<file path="config.mk">
export PLATFORM = sky130hd
export DESIGN_NAME = jogo_memoria_param
export DESIGN_NICKNAME = d
export VERILOG_FILES = /design/src/rtl/jogo_pkg.sv /design/src/rtl/contador_m.sv /design/src/rtl/jogo_memoria_param.sv
export SDC_FILE = /design/constraint.sdc
export NUM_CORES = 1
export LEC_CHECK = 0
export ABC_AREA = 1
export CORE_MARGIN = 8
export CORE_UTILIZATION = 45
export CTS_BUF_LIST = sky130_fd_sc_hd__clkbuf_16
export CTS_CLUSTER_DIAMETER = 200
export DETAILED_ROUTE_END_ITERATION = 16
export PLACE_DENSITY = 0.68
export SLEW_MARGIN = 20
export SYNTH_ARGS = -nofsm -noshare
export SYNTH_HDL_FRONTEND = slang
export SYNTH_SLANG_ARGS = --single-unit
</file>
<file path="constraint.sdc">
create_clock -name clock -period 1.5 [get_ports clock]
set_clock_uncertainty 0.1 [all_clocks]
set_input_delay 0.3 -clock clock [delete_from_list [all_inputs] [get_ports clock]]
set_output_delay 0.3 -clock clock [all_outputs]
set_load 0.01 [all_outputs]
</file>
<file path="src/rtl/jogo_pkg.sv">
// Shared definitions for the memory game: state codes and a one-hot check.
package jogo_pkg;

    localparam int unsigned EST_W = 4;

    localparam logic [EST_W-1:0] COD_IDLE        = 4'd0;
    localparam logic [EST_W-1:0] COD_PREPARA     = 4'd1;
    localparam logic [EST_W-1:0] COD_NOVA_RODADA = 4'd2;
    localparam logic [EST_W-1:0] COD_ESPERA      = 4'd3;
    localparam logic [EST_W-1:0] COD_COMPARA     = 4'd4;
    localparam logic [EST_W-1:0] COD_PROX_JOGADA = 4'd5;
    localparam logic [EST_W-1:0] COD_PROX_RODADA = 4'd6;
    localparam logic [EST_W-1:0] COD_FIM_ACERTO  = 4'd7;
    localparam logic [EST_W-1:0] COD_FIM_ERRO    = 4'd8;
    localparam logic [EST_W-1:0] COD_FIM_TIMEOUT = 4'd9;

    typedef enum logic [EST_W-1:0] {
        IDLE        = COD_IDLE,
        PREPARA     = COD_PREPARA,
        NOVA_RODADA = COD_NOVA_RODADA,
        ESPERA      = COD_ESPERA,
        COMPARA     = COD_COMPARA,
        PROX_JOGADA = COD_PROX_JOGADA,
        PROX_RODADA = COD_PROX_RODADA,
        FIM_ACERTO  = COD_FIM_ACERTO,
        FIM_ERRO    = COD_FIM_ERRO,
        FIM_TIMEOUT = COD_FIM_TIMEOUT
    } estado_t;

    // Widest play vector the one-hot check accepts.
    localparam int unsigned ONEHOT_MAX_W = 32;

    // True when exactly one bit of v is set.
    function automatic logic eh_one_hot(input logic [ONEHOT_MAX_W-1:0] v);
        return (v != '0) && ((v & (v - ONEHOT_MAX_W'(1))) == '0);
    endfunction

endpackage

</file>
<file path="src/rtl/contador_m.sv">
// Modulus-M cycle counter with synchronous clear; fim/meio track the count.
module contador_m #(
    parameter int unsigned M = 5000
) (
    input  logic clock,
    input  logic reset,
    input  logic zera_s,
    input  logic conta,
    output logic fim,
    output logic meio
);

    localparam int unsigned W = (M > 1) ? $clog2(M) : 1;

    logic [W-1:0] cnt;
    logic [W-1:0] cnt_next;

    // Next count: clear wins over count; wraps at M-1.
    always_comb begin
        cnt_next = cnt;
        if (zera_s) begin
            cnt_next = '0;
        end else if (conta) begin
            cnt_next = (cnt == W'(M - 1)) ? '0 : cnt + W'(1);
        end
    end

    // Count register; flags registered from the next count so they match cnt.
    always_ff @(posedge clock or posedge reset) begin
        if (reset) begin
            cnt  <= '0;
            fim  <= 1'b0;
            meio <= 1'b0;
        end else begin
            cnt  <= cnt_next;
            fim  <= (cnt_next == W'(M - 1));
            meio <= (cnt_next >= W'(M / 2));
        end
    end

endmodule

</file>
<file path="src/rtl/jogo_memoria_param.sv">
// Memory game: growing-sequence FSM with play edge detection and per-play timeout.
module jogo_memoria_param
    import jogo_pkg::*;
#(
    parameter int unsigned N_BOTOES  = 4,
    parameter int unsigned DEPTH     = 16,
    parameter int unsigned T_TIMEOUT = 5000,
    localparam int unsigned AW = (DEPTH > 1) ? $clog2(DEPTH) : 1
) (
    input  logic                clock,
    input  logic                reset,
    input  logic                iniciar,
    input  logic [N_BOTOES-1:0] botoes,
    output logic [AW-1:0]       mem_addr,
    input  logic [N_BOTOES-1:0] mem_data,
    output logic                pronto,
    output logic                acertou,
    output logic                errou,
    output logic                timeout,
    output logic [EST_W-1:0]    db_estado,
    output logic [AW-1:0]       db_rodada,
    output logic [N_BOTOES-1:0] db_jogada,
    output logic                db_timer_meio
);

    estado_t             estado;
    estado_t             estado_next;
    logic [AW-1:0]       addr;
    logic [AW-1:0]       limite;
    logic [N_BOTOES-1:0] jogada;
    logic                prev;
    logic                jogada_feita;
    logic                timer_fim;
    logic                timer_zera;
    logic                timer_conta;

    // One pulse per press, however long the button is held.
    assign jogada_feita = (|botoes) & ~prev;

    assign timer_zera  = (estado == NOVA_RODADA) || (estado == PROX_JOGADA);
    assign timer_conta = (estado == ESPERA);

    contador_m #(
        .M (T_TIMEOUT)
    ) u_timer (
        .clock  (clock),
        .reset  (reset),
        .zera_s (timer_zera),
        .conta  (timer_conta),
        .fim    (timer_fim),
        .meio   (db_timer_meio)
    );

    // State register.
    always_ff @(posedge clock or posedge reset) begin
        if (reset) begin
            estado <= IDLE;
        end else begin
            estado <= estado_next;
        end
    end

    // Next-state logic; a press on the expiry cycle takes priority over timeout.
    always_comb begin
        estado_next = estado;
        case (estado)
            IDLE:        if (iniciar) estado_next = PREPARA;
            PREPARA:     estado_next = NOVA_RODADA;
            NOVA_RODADA: estado_next = ESPERA;
            ESPERA: begin
                if (jogada_feita)   estado_next = COMPARA;
                else if (timer_fim) estado_next = FIM_TIMEOUT;
            end
            COMPARA: begin
                if ((jogada != mem_data) || !eh_one_hot(ONEHOT_MAX_W'(jogada)))
                    estado_next = FIM_ERRO;
                else if (addr < limite)
                    estado_next = PROX_JOGADA;
                else if (limite == AW'(DEPTH - 1))
                    estado_next = FIM_ACERTO;
                else
                    estado_next = PROX_RODADA;
            end
            PROX_JOGADA: estado_next = ESPERA;
            PROX_RODADA: estado_next = NOVA_RODADA;
            FIM_ACERTO, FIM_ERRO, FIM_TIMEOUT: if (iniciar) estado_next = PREPARA;
            default:     estado_next = IDLE;
        endcase
    end

    // Datapath: edge-detector history, play capture, play and round counters.
    always_ff @(posedge clock or posedge reset) begin
        if (reset) begin
            prev   <= 1'b0;
            jogada <= '0;
            addr   <= '0;
            limite <= '0;
        end else begin
            prev <= |botoes;
            if ((estado == ESPERA) && jogada_feita) jogada <= botoes;
            case (estado)
                PREPARA:     limite <= '0;
                NOVA_RODADA: addr   <= '0;
                PROX_JOGADA: addr   <= addr + AW'(1);
                PROX_RODADA: limite <= limite + AW'(1);
                default:     ;
            endcase
        end
    end

    // Verdict flags registered from the next state so they change with it.
    always_ff @(posedge clock or posedge reset) begin
        if (reset) begin
            pronto  <= 1'b0;
            acertou <= 1'b0;
            errou   <= 1'b0;
            timeout <= 1'b0;
        end else begin
            pronto  <= (estado_next == FIM_ACERTO) || (estado_next == FIM_ERRO) ||
                       (estado_next == FIM_TIMEOUT);
            acertou <= (estado_next == FIM_ACERTO);
            errou   <= (estado_next == FIM_ERRO);
            timeout <= (estado_next == FIM_TIMEOUT);
        end
    end

    assign mem_addr  = addr;
    assign db_estado = estado;
    assign db_rodada = limite;
    assign db_jogada = jogada;

endmodule
</file>
==> run metrics, run 1 <==
number of CTS-inserted buffers 5; WP depth 9; Reg2Reg Capture Point u_timer.meio$_DFF_PP0_; f_max 545 MHz; design area 3630 µm²; CP delay by family, top simple AND/OR/NAND/NOR gates; Flop pwr share 0.224; EDFF count, synth 0; drt first pass iters 6; PwrDens 1680 nW/µm²; CTS clock-pin slew for the worst setup and hold paths 0.06 ns; Main synth FF type dfrtp_1; total grt overflow 0; Peak supply drop 1.13 mV; commonest non-fill, non-tap cells in the layout 60 x buf_4, 53 x nand2_1, 43 x inv_1, 30 x dfrtp_1, 21 x nand3_1; Avg Synthesized Cell Area 7.40 µm²; Die ar. 7260 µm²; Tightest Pin Transition 0.325 ns; Max transition margin 0.783; wire length per cell 15.9 µm; Worst Setup Path Type register to register; r2r startpoint u_timer.cnt[2]$_DFF_PP0_; via count 2456; clock tree buffer depth 2; fraction of layout cells with a size suffix above 1 0.434; ys async rst share 1.00; vias in the first global route 2444; Mapped Cells 291; Final min period 1.83 ns; final worst path period share 1.22; Crit path required time 1.58 ns; unrepaired setup endpoints after global routing yes; Layout area overhead 68.4%; Routability Congestion 0.821; crit path DAT 1.91 ns; syn_nets 308; Buf+Inv Stages, Crit Path 0; # setup viols final 24; logic gate share of total power 0.613; IO Count 32; CTS tree built; IO buf count 31; H-tree lvl count 2; CORE AREA 4660 µm²; YS warnings 0; post-layout worst setup margin -0.334 ns; Max-Cap Viols 0; Critical Path Max Stage Delay 0.53 ns; First DRT Iteration DRCs 194; worst min path class input pin to asynchronous set/reset pin; CP Capture Type register; clk_lat worst skew 0.28 ns; Post-Place Cell Area 2930 µm²; Seq/Total Area, Yosys 0.418; fill cell count 305; CP max-delay cell dfrtp_1; Clock power frac 0.163; Crit Path Max Fanout 6; startpoint types register; Clock Sinks 36; cells along the critical path nand2_1 > nor2_2 > nand4_1 > nand3_2 > nand2_1 > nor2_2 > nor2_1 > nor2_1 > nor2_1; reg-to-reg slack, setup -0.33 ns; max-slew violation total from the final report 0; most common cell after layout, fill and taps aside buf_4; DP Wirelength 4.09 mm; Pleak 1.85 nW; Row Count 25; Hold Vio Cnt, Final 0; cts hold-fix bufs 0; nets 424; die height 85.2 µm; failing checks setup timing; # diodes 0; Sw Pwr 0.00253 W; initial antenna violation count 0; Synth cell types 29; Synth Cell Area 2150 µm²; Critical Path End u_timer.meio$_DFF_PP0_; Sw Share 0.414; Yosys reg bits 36; Worst path most repeated cell nor2_1; antenna-violating nets left 0; first-pass GRT wire length 10.5 mm; Reg2Reg Depth 9; P_int 0.00358 W; status finished with violations; vias per cell 5.32; final WL 7.33 mm; drt drc 0; GRT Util Overall 0.182; DIE WIDTH 85.2 µm; Setup crit start u_timer.cnt[2]$_DFF_PP0_; pin count of the biggest net entering global routing 37; Starting Density 0.462; Pwr Total 0.00611 W; clock root buffer clkbuf_16
## power by group through the flow
stage / logic [W] / clock network, W / registers (W)
3_3_place_gp: 0.00221 / 0 / 0.00136
2_1_floorplan: 0.00112 / 0 / 0.00142
5_1_grt: 0.00396 / 0.00106 / 0.00138
3_5_place_dp: 0.00225 / 0 / 0.00136
6_report: 0.00374 / 0.000998 / 0.00137
4_1_cts: 0.00305 / 0.00100 / 0.00132
## timing repair
action,4_1_cts,5_1_grt
setup buffers,21,9
pin swaps,24,21
setup endpoints to repair,42,39
resized for setup,86,57
## flip-flops by register name, summed over array words and instances, names as in the netlist
register and cells:
pronto 1, db_estado 4, timeout 1, prev 1, db_jogada 4, mem_addr 4, u_timer.cnt 13, u_timer.fim 1
u_timer.meio 1, db_rodada 4, acertou 1, errou 1
## Yosys cell counts, drive strengths merged (2+ instances only)
master	number	area, µm²
o22ai	2	12.5
nor3	4	20.0
nor2	39	181
inv	51	191
nand2	76	315
xor2	5	43.8
o21ai	17	85.1
nand3b	2	15.0
nand4	6	37.5
xnor2	3	26.3
nand3	33	170
clkinv	2	12.5
a21oi	4	23.8
dfrtp	36	901
ha	6	75.1
## final cells by class
cell class                 instances  area (µm²)  share of cell area
inverter                          53         210              0.0580
clock inverter                     3        13.8             0.00379
timing repair buffer             110         977               0.269
clock buffer                       5         125              0.0345
multi-input combinational        201        1330               0.365
sequential                        36         908               0.250
tap                               54        67.6              0.0186
## worst min-delay path by stage
stage                     cells after the start                  endpoint      startpoint  slack (ns)
after floorplan                               2  db_jogada[1]$_DFFE_PP0P_       botoes[1]        0.36
after global placement                        3    db_estado[2]$_DFF_PP0_  prev$_DFF_PP0_        0.50
after detailed placement                      3    db_estado[2]$_DFF_PP0_  prev$_DFF_PP0_        0.49
after CTS                                     3  db_jogada[1]$_DFFE_PP0P_           reset        0.28
after global routing                          3  db_jogada[1]$_DFFE_PP0P_           reset        0.31
final                                         3  db_jogada[1]$_DFFE_PP0P_           reset        0.26
## per-stage QoR
step	worst slack, ns	hold WS [ns]	cells	TNS (ns)	util
2_1_floorplan	-0.0549	0.363	291	-0.128	-
6_report	-0.334	0.263	462	-3.58	0.778
5_1_grt	-0.446	0.313	462	-5.16	0.778
3_5_place_dp	-0.366	0.491	425	-2.77	0.629
4_1_cts	-0.202	0.279	454	-1.64	0.732
3_3_place_gp	-0.324	0.497	425	-2.31	0.629
## cells by family (layout without fill, tap and decap cells)
logic type | after synthesis | count (layout) | share of synthesized area
simple gates | 161 | 161 | 0.346
buf+inv | 54 | 171 | 0.0999
flops | 36 | 36 | 0.418
compound gates | 26 | 26 | 0.0685
xor+xnor | 8 | 8 | 0.0325
fa+ha+maj | 6 | 6 | 0.0348
## layer usage
layer  vias up  share of wire  track usage
met5         -              0            0
met4         0          0.028        0.105
met3        19          0.062       0.0415
met2       109           0.54        0.331
met1      1173           0.37        0.186
li1       1155              -            -
## worst register-to-register path, delay by kind of cell (launching register included)
kind / cells / cell delay (ns)
DFF: 1 / 0.53
and+or+nand+nor: 9 / 1.09
No activity file was read; power rests on OpenSTA's default activity.
==> run 2, diff against run 1 <==
--- a/config.mk
+++ b/config.mk
@@ -9,7 +9,6 @@
 export CORE_MARGIN = 8
 export CORE_UTILIZATION = 45
 export CTS_BUF_LIST = sky130_fd_sc_hd__clkbuf_16
-export CTS_CLUSTER_DIAMETER = 200
 export DETAILED_ROUTE_END_ITERATION = 16
 export PLACE_DENSITY = 0.68
 export SLEW_MARGIN = 20
==> results of run 2 <==
No change in the layout: final DEF, timing and power equal those of run 1.
